===== config.mk =====
export PLATFORM = sky130hd
export DESIGN_NAME = thread_lsu_flat
export DESIGN_NICKNAME = d
export VERILOG_FILES = /design/src/rtl/states_pkg.sv /design/src/rtl/thread_lsu_if.sv /design/src/rtl/lsu_watchdog.sv /design/src/rtl/thread_lsu.sv /design/src/flat_wrapper.sv
export SDC_FILE = /design/constraint.sdc
export NUM_CORES = 1
export LEC_CHECK = 0
export CORE_MARGIN = 4
export CORE_UTILIZATION = 44
export DETAILED_ROUTE_END_ITERATION = 8
export PLACE_DENSITY = 0.93
export SYNTH_ARGS = -nofsm -noshare
export SYNTH_HDL_FRONTEND = slang
export SYNTH_SLANG_ARGS = --single-unit

===== constraint.sdc =====
create_clock -name clk -period 3.7 [get_ports clk]
set_input_delay 0.74 -clock clk [delete_from_list [all_inputs] [get_ports clk]]
set_output_delay 0.74 -clock clk [all_outputs]
set_load 0.02 [all_outputs]

===== src/rtl/states_pkg.sv =====
// rtl/states_pkg.sv - shared core and load/store phase encodings
package states_pkg;

    typedef enum logic [2:0] {
        CORE_IDLE    = 3'd0,
        CORE_FETCH   = 3'd1,
        CORE_DECODE  = 3'd2,
        CORE_REQUEST = 3'd3,
        CORE_WAIT    = 3'd4,
        CORE_EXECUTE = 3'd5,
        CORE_UPDATE  = 3'd6,
        CORE_DONE    = 3'd7
    } core_state_t;

    // The scheduler decodes this same type to know when all lanes finished.
    typedef enum logic [1:0] {
        LSU_IDLE       = 2'd0,
        LSU_REQUESTING = 2'd1,
        LSU_WAITING    = 2'd2,
        LSU_DONE       = 2'd3
    } lsu_state_t;

    localparam int WD_COUNT_BITS = 16;

endpackage


===== src/rtl/thread_lsu_if.sv =====
// rtl/thread_lsu_if.sv - data-memory read/write handshake bundle for one lane
interface thread_lsu_if #(
    parameter int ADDR_BITS = 8,
    parameter int DATA_BITS = 8
);
    logic                 mem_read_valid;
    logic [ADDR_BITS-1:0] mem_read_address;
    logic                 mem_read_ready;
    logic [DATA_BITS-1:0] mem_read_data;
    logic                 mem_write_valid;
    logic [ADDR_BITS-1:0] mem_write_address;
    logic [DATA_BITS-1:0] mem_write_data;
    logic                 mem_write_ready;

    modport master (
        output mem_read_valid, mem_read_address,
        input  mem_read_ready, mem_read_data,
        output mem_write_valid, mem_write_address, mem_write_data,
        input  mem_write_ready
    );

    modport slave (
        input  mem_read_valid, mem_read_address,
        output mem_read_ready, mem_read_data,
        input  mem_write_valid, mem_write_address, mem_write_data,
        output mem_write_ready
    );
endinterface


===== src/rtl/lsu_watchdog.sv =====
// rtl/lsu_watchdog.sv - WAITING-cycle counter with expire pulse, built only with LSU_TIMEOUT_EN
`ifdef LSU_TIMEOUT_EN
module lsu_watchdog
    import states_pkg::*;
#(
    parameter int TIMEOUT_CYCLES = 255
) (
    input  logic clk,
    input  logic reset,
    input  logic enable,
    input  logic i_active,
    output logic o_expire
);
    localparam logic [WD_COUNT_BITS-1:0] LIMIT_M1 = WD_COUNT_BITS'(TIMEOUT_CYCLES - 1);

    logic [WD_COUNT_BITS-1:0] r_count;

    // Fires on the edge that would complete the TIMEOUT_CYCLES-th waiting cycle.
    assign o_expire = i_active && (r_count == LIMIT_M1);

    always_ff @(posedge clk or negedge reset) begin
        if (!reset) begin
            r_count <= '0;
        end else if (enable) begin
            if (!i_active || o_expire) begin
                r_count <= '0;
            end else begin
                r_count <= r_count + 1'b1;
            end
        end
    end
endmodule
`endif


===== src/rtl/thread_lsu.sv =====
// rtl/thread_lsu.sv - per-lane load/store unit; optional watchdog under LSU_TIMEOUT_EN
module thread_lsu
    import states_pkg::*;
#(
    parameter int DATA_BITS      = 8,
    parameter int ADDR_BITS      = 8,
    parameter int TIMEOUT_CYCLES = 255
) (
    input  logic                 clk,
    input  logic                 reset,
    input  logic                 enable,
    input  core_state_t          core_state,
    input  logic                 decoded_mem_read_enable,
    input  logic                 decoded_mem_write_enable,
    input  logic [7:0]           rs,
    input  logic [7:0]           rt,
    thread_lsu_if.master         mem,
    output lsu_state_t           lsu_state,
    output logic [DATA_BITS-1:0] lsu_out,
    output logic                 lsu_error
);
    if (TIMEOUT_CYCLES < 1 || TIMEOUT_CYCLES > 65535) begin : g_bad_timeout
        $error("thread_lsu: TIMEOUT_CYCLES out of range");
    end

    lsu_state_t           r_state;
    logic                 r_is_read;
    logic                 r_read_valid;
    logic                 r_write_valid;
    logic [ADDR_BITS-1:0] r_read_addr;
    logic [ADDR_BITS-1:0] r_write_addr;
    logic [DATA_BITS-1:0] r_write_data;
    logic [DATA_BITS-1:0] r_lsu_out;

    logic [ADDR_BITS-1:0] w_addr;
    logic [DATA_BITS-1:0] w_wdata;
    logic                 w_read_done;
    logic                 w_write_done;
    logic                 w_expire;

    assign w_addr  = ADDR_BITS'(rs);
    assign w_wdata = DATA_BITS'(rt);

    // Valids are only ever high in WAITING, so gating by valid also gates by state.
    assign w_read_done  = r_read_valid  && mem.mem_read_ready;
    assign w_write_done = r_write_valid && mem.mem_write_ready;

`ifdef LSU_TIMEOUT_EN
    logic r_error;

    lsu_watchdog #(
        .TIMEOUT_CYCLES(TIMEOUT_CYCLES)
    ) u_watchdog (
        .clk      (clk),
        .reset    (reset),
        .enable   (enable),
        .i_active (r_state == LSU_WAITING),
        .o_expire (w_expire)
    );

    assign lsu_error = r_error;
`else
    assign w_expire  = 1'b0;
    assign lsu_error = 1'b0;
`endif

    always_ff @(posedge clk or negedge reset) begin
        if (!reset) begin
            r_state       <= LSU_IDLE;
            r_is_read     <= 1'b0;
            r_read_valid  <= 1'b0;
            r_write_valid <= 1'b0;
            r_read_addr   <= '0;
            r_write_addr  <= '0;
            r_write_data  <= '0;
            r_lsu_out     <= '0;
`ifdef LSU_TIMEOUT_EN
            r_error       <= 1'b0;
`endif
        end else if (enable) begin
            case (r_state)
                LSU_IDLE: begin
                    if (core_state == CORE_REQUEST &&
                        (decoded_mem_read_enable || decoded_mem_write_enable)) begin
                        r_is_read <= decoded_mem_read_enable;
                        r_state   <= LSU_REQUESTING;
                    end
                end
                LSU_REQUESTING: begin
                    if (r_is_read) begin
                        r_read_valid <= 1'b1;
                        r_read_addr  <= w_addr;
                    end else begin
                        r_write_valid <= 1'b1;
                        r_write_addr  <= w_addr;
                        r_write_data  <= w_wdata;
                    end
                    r_state <= LSU_WAITING;
                end
                LSU_WAITING: begin
                    // A handshake on the expiry edge takes priority over the timeout.
                    if (w_read_done) begin
                        r_lsu_out    <= mem.mem_read_data;
                        r_read_valid <= 1'b0;
                        r_state      <= LSU_DONE;
                    end else if (w_write_done) begin
                        r_write_valid <= 1'b0;
                        r_state       <= LSU_DONE;
                    end else if (w_expire) begin
                        r_read_valid  <= 1'b0;
                        r_write_valid <= 1'b0;
                        if (r_is_read) begin
                            r_lsu_out <= '0;
                        end
`ifdef LSU_TIMEOUT_EN
                        r_error       <= 1'b1;
`endif
                        r_state       <= LSU_DONE;
                    end
                end
                LSU_DONE: begin
                    if (core_state == CORE_UPDATE) begin
`ifdef LSU_TIMEOUT_EN
                        r_error <= 1'b0;
`endif
                        r_state <= LSU_IDLE;
                    end
                end
                default: r_state <= LSU_IDLE;
            endcase
        end
    end

    assign mem.mem_read_valid    = r_read_valid;
    assign mem.mem_read_address  = r_read_addr;
    assign mem.mem_write_valid   = r_write_valid;
    assign mem.mem_write_address = r_write_addr;
    assign mem.mem_write_data    = r_write_data;
    assign lsu_state             = r_state;
    assign lsu_out               = r_lsu_out;
endmodule


===== src/flat_wrapper.sv =====
// flat-port wrapper written by rule: the top's interface ports become plain ports
module thread_lsu_flat import states_pkg::*;
#(
    parameter int DATA_BITS      = 8,
    parameter int ADDR_BITS      = 8,
    parameter int TIMEOUT_CYCLES = 255
)
  (clk, reset, enable, core_state, decoded_mem_read_enable, decoded_mem_write_enable, rs, rt, lsu_state, lsu_out, lsu_error, mem_mem_read_valid, mem_mem_read_address, mem_mem_read_ready, mem_mem_read_data, mem_mem_write_valid, mem_mem_write_address, mem_mem_write_data, mem_mem_write_ready);
  thread_lsu_if #(.ADDR_BITS(ADDR_BITS), .DATA_BITS(DATA_BITS)) mem_i ();
  input  logic clk;
  input  logic reset;
  input  logic enable;
  input  core_state_t core_state;
  input  logic decoded_mem_read_enable;
  input  logic decoded_mem_write_enable;
  input  logic [7:0] rs;
  input  logic [7:0] rt;
  output lsu_state_t lsu_state;
  output logic [DATA_BITS-1:0] lsu_out;
  output logic lsu_error;
  output wire logic [$bits(mem_i.mem_read_valid)-1:0] mem_mem_read_valid;
  output wire logic [$bits(mem_i.mem_read_address)-1:0] mem_mem_read_address;
  input wire logic [$bits(mem_i.mem_read_ready)-1:0] mem_mem_read_ready;
  input wire logic [$bits(mem_i.mem_read_data)-1:0] mem_mem_read_data;
  output wire logic [$bits(mem_i.mem_write_valid)-1:0] mem_mem_write_valid;
  output wire logic [$bits(mem_i.mem_write_address)-1:0] mem_mem_write_address;
  output wire logic [$bits(mem_i.mem_write_data)-1:0] mem_mem_write_data;
  input wire logic [$bits(mem_i.mem_write_ready)-1:0] mem_mem_write_ready;
  assign mem_mem_read_valid = mem_i.mem_read_valid;
  assign mem_mem_read_address = mem_i.mem_read_address;
  assign mem_i.mem_read_ready = mem_mem_read_ready;
  assign mem_i.mem_read_data = mem_mem_read_data;
  assign mem_mem_write_valid = mem_i.mem_write_valid;
  assign mem_mem_write_address = mem_i.mem_write_address;
  assign mem_mem_write_data = mem_i.mem_write_data;
  assign mem_i.mem_write_ready = mem_mem_write_ready;
  thread_lsu #(.DATA_BITS(DATA_BITS), .ADDR_BITS(ADDR_BITS), .TIMEOUT_CYCLES(TIMEOUT_CYCLES)) u_core (.clk(clk), .reset(reset), .enable(enable), .core_state(core_state), .decoded_mem_read_enable(decoded_mem_read_enable), .decoded_mem_write_enable(decoded_mem_write_enable), .rs(rs), .rt(rt), .mem(mem_i), .lsu_state(lsu_state), .lsu_out(lsu_out), .lsu_error(lsu_error));
endmodule

**Word-level counts from Yosys, hierarchy flattened**

Cells that the tools add are included.

- Output and inout bits: 37
- Register bits after elaboration: 37
- Input bits: 34

- Bitwise logic cells: 1
- Muxes and demuxes: 12
- Eq/ne operators: 13
- Reduce and logical (&&, ||, !) cells: 13

Operator list:

| operator | count |
|---|---|
| AND reduction 3 bit | 4 |
| != test 2 x 1 -> 1 bit (second input constant) | 5 |
| two-way mux 2 bit | 4 |
| one-hot mux 2 bit (4 select lines) | 1 |
| AND reduction 4 bit | 2 |
| two-way mux 1 bit | 5 |
| AND reduction 5 bit | 1 |
| equality test 2 bit (second input constant) | 2 |
| != test 2 bit (second input constant) | 2 |
| one-hot mux 1 bit (2 select lines) | 2 |
| equality test 3 x 2 -> 1 bit (second input constant) | 1 |
| equality test 3 bit (second input constant) | 1 |
| logical AND 1 bit | 3 |
| != test 3 x 1 -> 1 bit (second input constant) | 1 |
| equality test 2 x 1 -> 1 bit (second input constant) | 1 |
| logical NOT 2 bit | 1 |
| nonzero test 2 bit | 1 |
| logical OR 1 bit | 1 |
| inverter 1 bit | 1 |

**Logic depth before layout (Yosys ltp)**

- Word-level depth: 4
- Depth in mapped cells: 6
- Depth with buffers taken out: 6

**Worst setup path before layout**

No wires, ideal clock.

- Kind: input port to flip-flop
- Start point: in enable
- End point: reg u_core.r_write_addr[4] (netlist: u_core.mem.mem_write_address[4])
- Library setup time: 0.125 ns
- Path slack: 2.104 ns
- Arrival time: 1.470 ns
- Stages on the path: 4
- Data required time: 3.575 ns
- Cells stage by stage: buf_4 > nand3b_4 > buf_6 > mux2_4

- Word-level cells in the longest chain between the ends: 1

RTL lines:

| element | line | text |
|---|---|---|
| start, declared | flat_wrapper.sv:12 | `input logic enable;` |
| AND reduction 3 bit (no source line) | n/a |  |
| end signal, assigned | thread_lsu.sv:95 | `r_write_addr <= w_addr;` |
| end, declared | thread_lsu.sv:31 | `logic [ADDR_BITS-1:0] r_write_addr;` |

No other way between the ends.
A chain may end at the register's enable or synchronous reset.

**Final worst setup path**

- Start point: reg u_core.r_state[1] (netlist: u_core.lsu_state[1])
- End point: out lsu_state[1]

RTL lines:

| element | line | text |
|---|---|---|
| start, declared | thread_lsu.sv:26 | `lsu_state_t r_state;` |
| start signal, assigned | thread_lsu.sv:69 | `r_state <= LSU_IDLE;` |
| start signal, assigned | thread_lsu.sv:86 | `r_state <= LSU_REQUESTING;` |
| start signal, assigned | thread_lsu.sv:98 | `r_state <= LSU_WAITING;` |
| end, declared | flat_wrapper.sv:18 | `output lsu_state_t lsu_state;` |

No word-level cell between the ends.

==> results.ini <==
[critical_path]
worstPathMaxFanout = 5
critical_path_buf_inv_count = 1
crit_chain = clkdlybuf4s50_1
end_kind = output pin
r2r-start = u_core.lsu_state[1]
critPathRequiredTime_ns = 2.96
rr_worst_depth = 4
startpoint_type = register
max_stage_delay_ns = 0.63
critPathTopFamily = buffers and inverters
crit_arrival_ns = 1.34
r2r-end = u_core.mem.mem_write_data[0]
crit_slowest_cell = clkdlybuf4s50_1
crit_type = reg2out
r2r_slack_ns = 2.06

[clock_tree]
clock_sinks = 37
insertion_delay_ns = 0.28
post_cts_resized = 0
cts_tree = yes
clock_path_buffers = 2
ctsHtreeMaxLevel = 2
root_buffer = clkbuf_8
postCtsSetupRepairBufs = 0
path_clk_slew_ns = 0.07
postCtsHoldBufs = 0
cts_made_buffers = 5

[timing]
slew_headroom_pct = 46.0
fin_setup_tns_ns = 0
worst_slew_pin_slew_ns = 0.810
fin_worst_skew_ns = 0.00192
final.period_utilization_pct = 56.1
finalMaxSlewViolations = 0
period_minus_slack_ns = 2.08
rsz0062_at_grt = false
hold_viol_final = 0
fmax_mhz = 481
setup_ws_ns = 1.62
hold_slack_ns = 0.508
setup_violations = 0

[logic_synthesis]
yosysSeqAreaShare_pct = 57.6
yosys.cell_types.count = 23
synth-seq-cells = 37
synth.avg_cell_area_sq_um = 15.0
netlist_instances = 107
syn_nets = 145
synthesis.area_sq_mm = 0.00161
yosysWarnings = 0

[floorplanning]
io_pins = 71
rows = 21
initial_utilization_pct = 46.7
die_height_um = 68.4
die_x_um = 68.4
coreArea_sq_mm = 0.00344
die-area_sq_mm = 0.00468

[pwr]
p_leak_uw = 0.00111
vdd_drop_max_mv = 0.497
p_sw_share_pct = 34.2
seq_power_share_pct = 32.4
power_frac_comb_pct = 49.5
p_int_uw = 1480
p_switching_uw = 768
power.share.clock_pct = 18.0
p_per_area_mw_per_mm2 = 913

[route]
vias_per_cell = 5.08
drc = 0
wl_um = 3790
ant_nets = 0
drt_pass1_iterations = 4
drt_first_iter_violations = 90
vias = 1154
route.detailed.wl_per_inst_um = 16.7

[global_route]
grt_use_total_pct = 17.0
grt_pass1_vias = 1246
grt_pass1_wl_um = 5770
grt_remaining_overflow = 0
grt_max_degree = 38
antenna_found_initial = 0

[place]
place_congestion = 0.710
portBuffers = 69
place_ws_ns = 1.45
hpwl_um = 2890

[min_path]
min_to = u_core.mem.mem_read_address[1]
min_from = u_core.mem.mem_read_address[1]
hold_depth = 1
hold_path.class = reg2reg

[cells_and_area]
fillers = 231
antenna_cells = 0
drive_above_1_share_pct = 26.5
syn_to_final_growth_pct = 53.0
nets = 218

[run]
drv_cap = 0

[run_status]
status = completed

## cell usage after synthesis
library cell,instances,share of area [%]
nand4_2,1,0.78
o211ai_1,1,0.47
a22oi_1,1,0.47
conb_1,1,0.23
mux2_2,23,16
nand4_1,1,0.39
a21boi_2,1,0.70
nor2b_1,1,0.39
nand3b_1,1,0.47
ha_1,4,3.1
inv_1,5,1.2
buf_6,1,0.70
o211ai_2,1,0.78
nor3_1,1,0.31
nor2_1,2,0.47
o21ai_0,3,0.93
nand3_1,2,0.62
mux2_4,11,10
buf_4,2,0.93
nand2_1,5,1.2
nand3b_4,1,1.2
dfrtp_1,37,58
nand3_2,1,0.62
## metal layers
| metal | vias up | global-route usage (%) | part of all wire [%] |
|---|---|---|---|
| met4 | 0 | 4.71 | 0.55 |
| met2 | 73 | 31.0 | 53 |
| met1 | 560 | 17.5 | 35 |
| met3 | 5 | 7.22 | 12 |
| li1 | 516 | - | - |
| met5 | - | 0 | 0 |
## sequential cells by signal (all words and copies together) (netlist names)
name / count
u_core.lsu_out: 8
u_core.mem.mem_read_address: 8
u_core.mem.mem_write_address: 8
u_core.mem.mem_write_data: 8
u_core.lsu_state: 2
u_core.mem.mem_read_valid: 1
u_core.mem.mem_write_valid: 1
u_core.r_is_read: 1
## cells by family after synthesis
group	count (synthesis)	synth area share [%]
flip-flops	37	57.6
multiplexers	34	26.4
AND/OR/NAND/NOR	16	6.46
buffers and inverters	8	2.80
AO/OA/AOI/OAI	7	3.35
adder cells (fa/ha/maj)	4	3.12
other	1	0.233
## cells in the final DEF, fill, tap and decap left out, types with 2 or more instances in the layout
cell             Yosys  final
clkbuf_8             0      5
bufinv_16            0      2
dfrtp_1             37     37
mux2_2              23     23
clkdlybuf4s50_1      0     68
nor2_1               2      2
o21ai_0              3      3
nand3_1              2      2
mux2_4              11     11
inv_1                5      5
ha_1                 4      4
nand2_1              5      5
## power by group through the flow
stage	registers (uW)	clock network, uW	logic, uW
2_1_floorplan	955	0	367
3_3_place_gp	716	0	1070
3_5_place_dp	733	0	1120
4_1_cts	729	413	1120
5_1_grt	755	435	1170
6_report	728	404	1110
## layout make-up
| class | instances | area [sq um] | area share (%) |
|---|---|---|---|
| flip-flops and latches | 37 | 926 | 37.7 |
| repair buffers | 69 | 686 | 27.9 |
| multi-input cells | 62 | 636 | 25.9 |
| clock buffers | 5 | 68.8 | 2.80 |
| clock inverters | 3 | 65.1 | 2.65 |
| well taps | 46 | 57.6 | 2.34 |
| inverters | 5 | 18.8 | 0.764 |
## worst max-delay path by stage
stage                        startpoint                              end  slack [ns]  depth (start not counted)
floorplan                        enable  u_core.mem.mem_write_address[4]        2.10                          4
global placement                 enable     u_core.mem.mem_write_data[0]        1.50                          3
detailed placement               enable     u_core.mem.mem_write_data[3]        1.45                          3
CTS                 u_core.lsu_state[1]                     lsu_state[1]        1.61                          1
global route        u_core.lsu_state[1]                     lsu_state[1]        1.55                          1
finish              u_core.lsu_state[1]                     lsu_state[1]        1.62                          1
## through the flow
stage	area, sq um	util [%]	instances	total power [uW]
after CTS	2460	71.4	227	2260
after global placement	2320	67.5	219	1790
final	2460	71.4	227	2240
after detailed placement	2320	67.5	219	1850
after floorplan	1610	-	107	1320
after global routing	2460	71.4	227	2360
(Power assumes the default switching activity.)
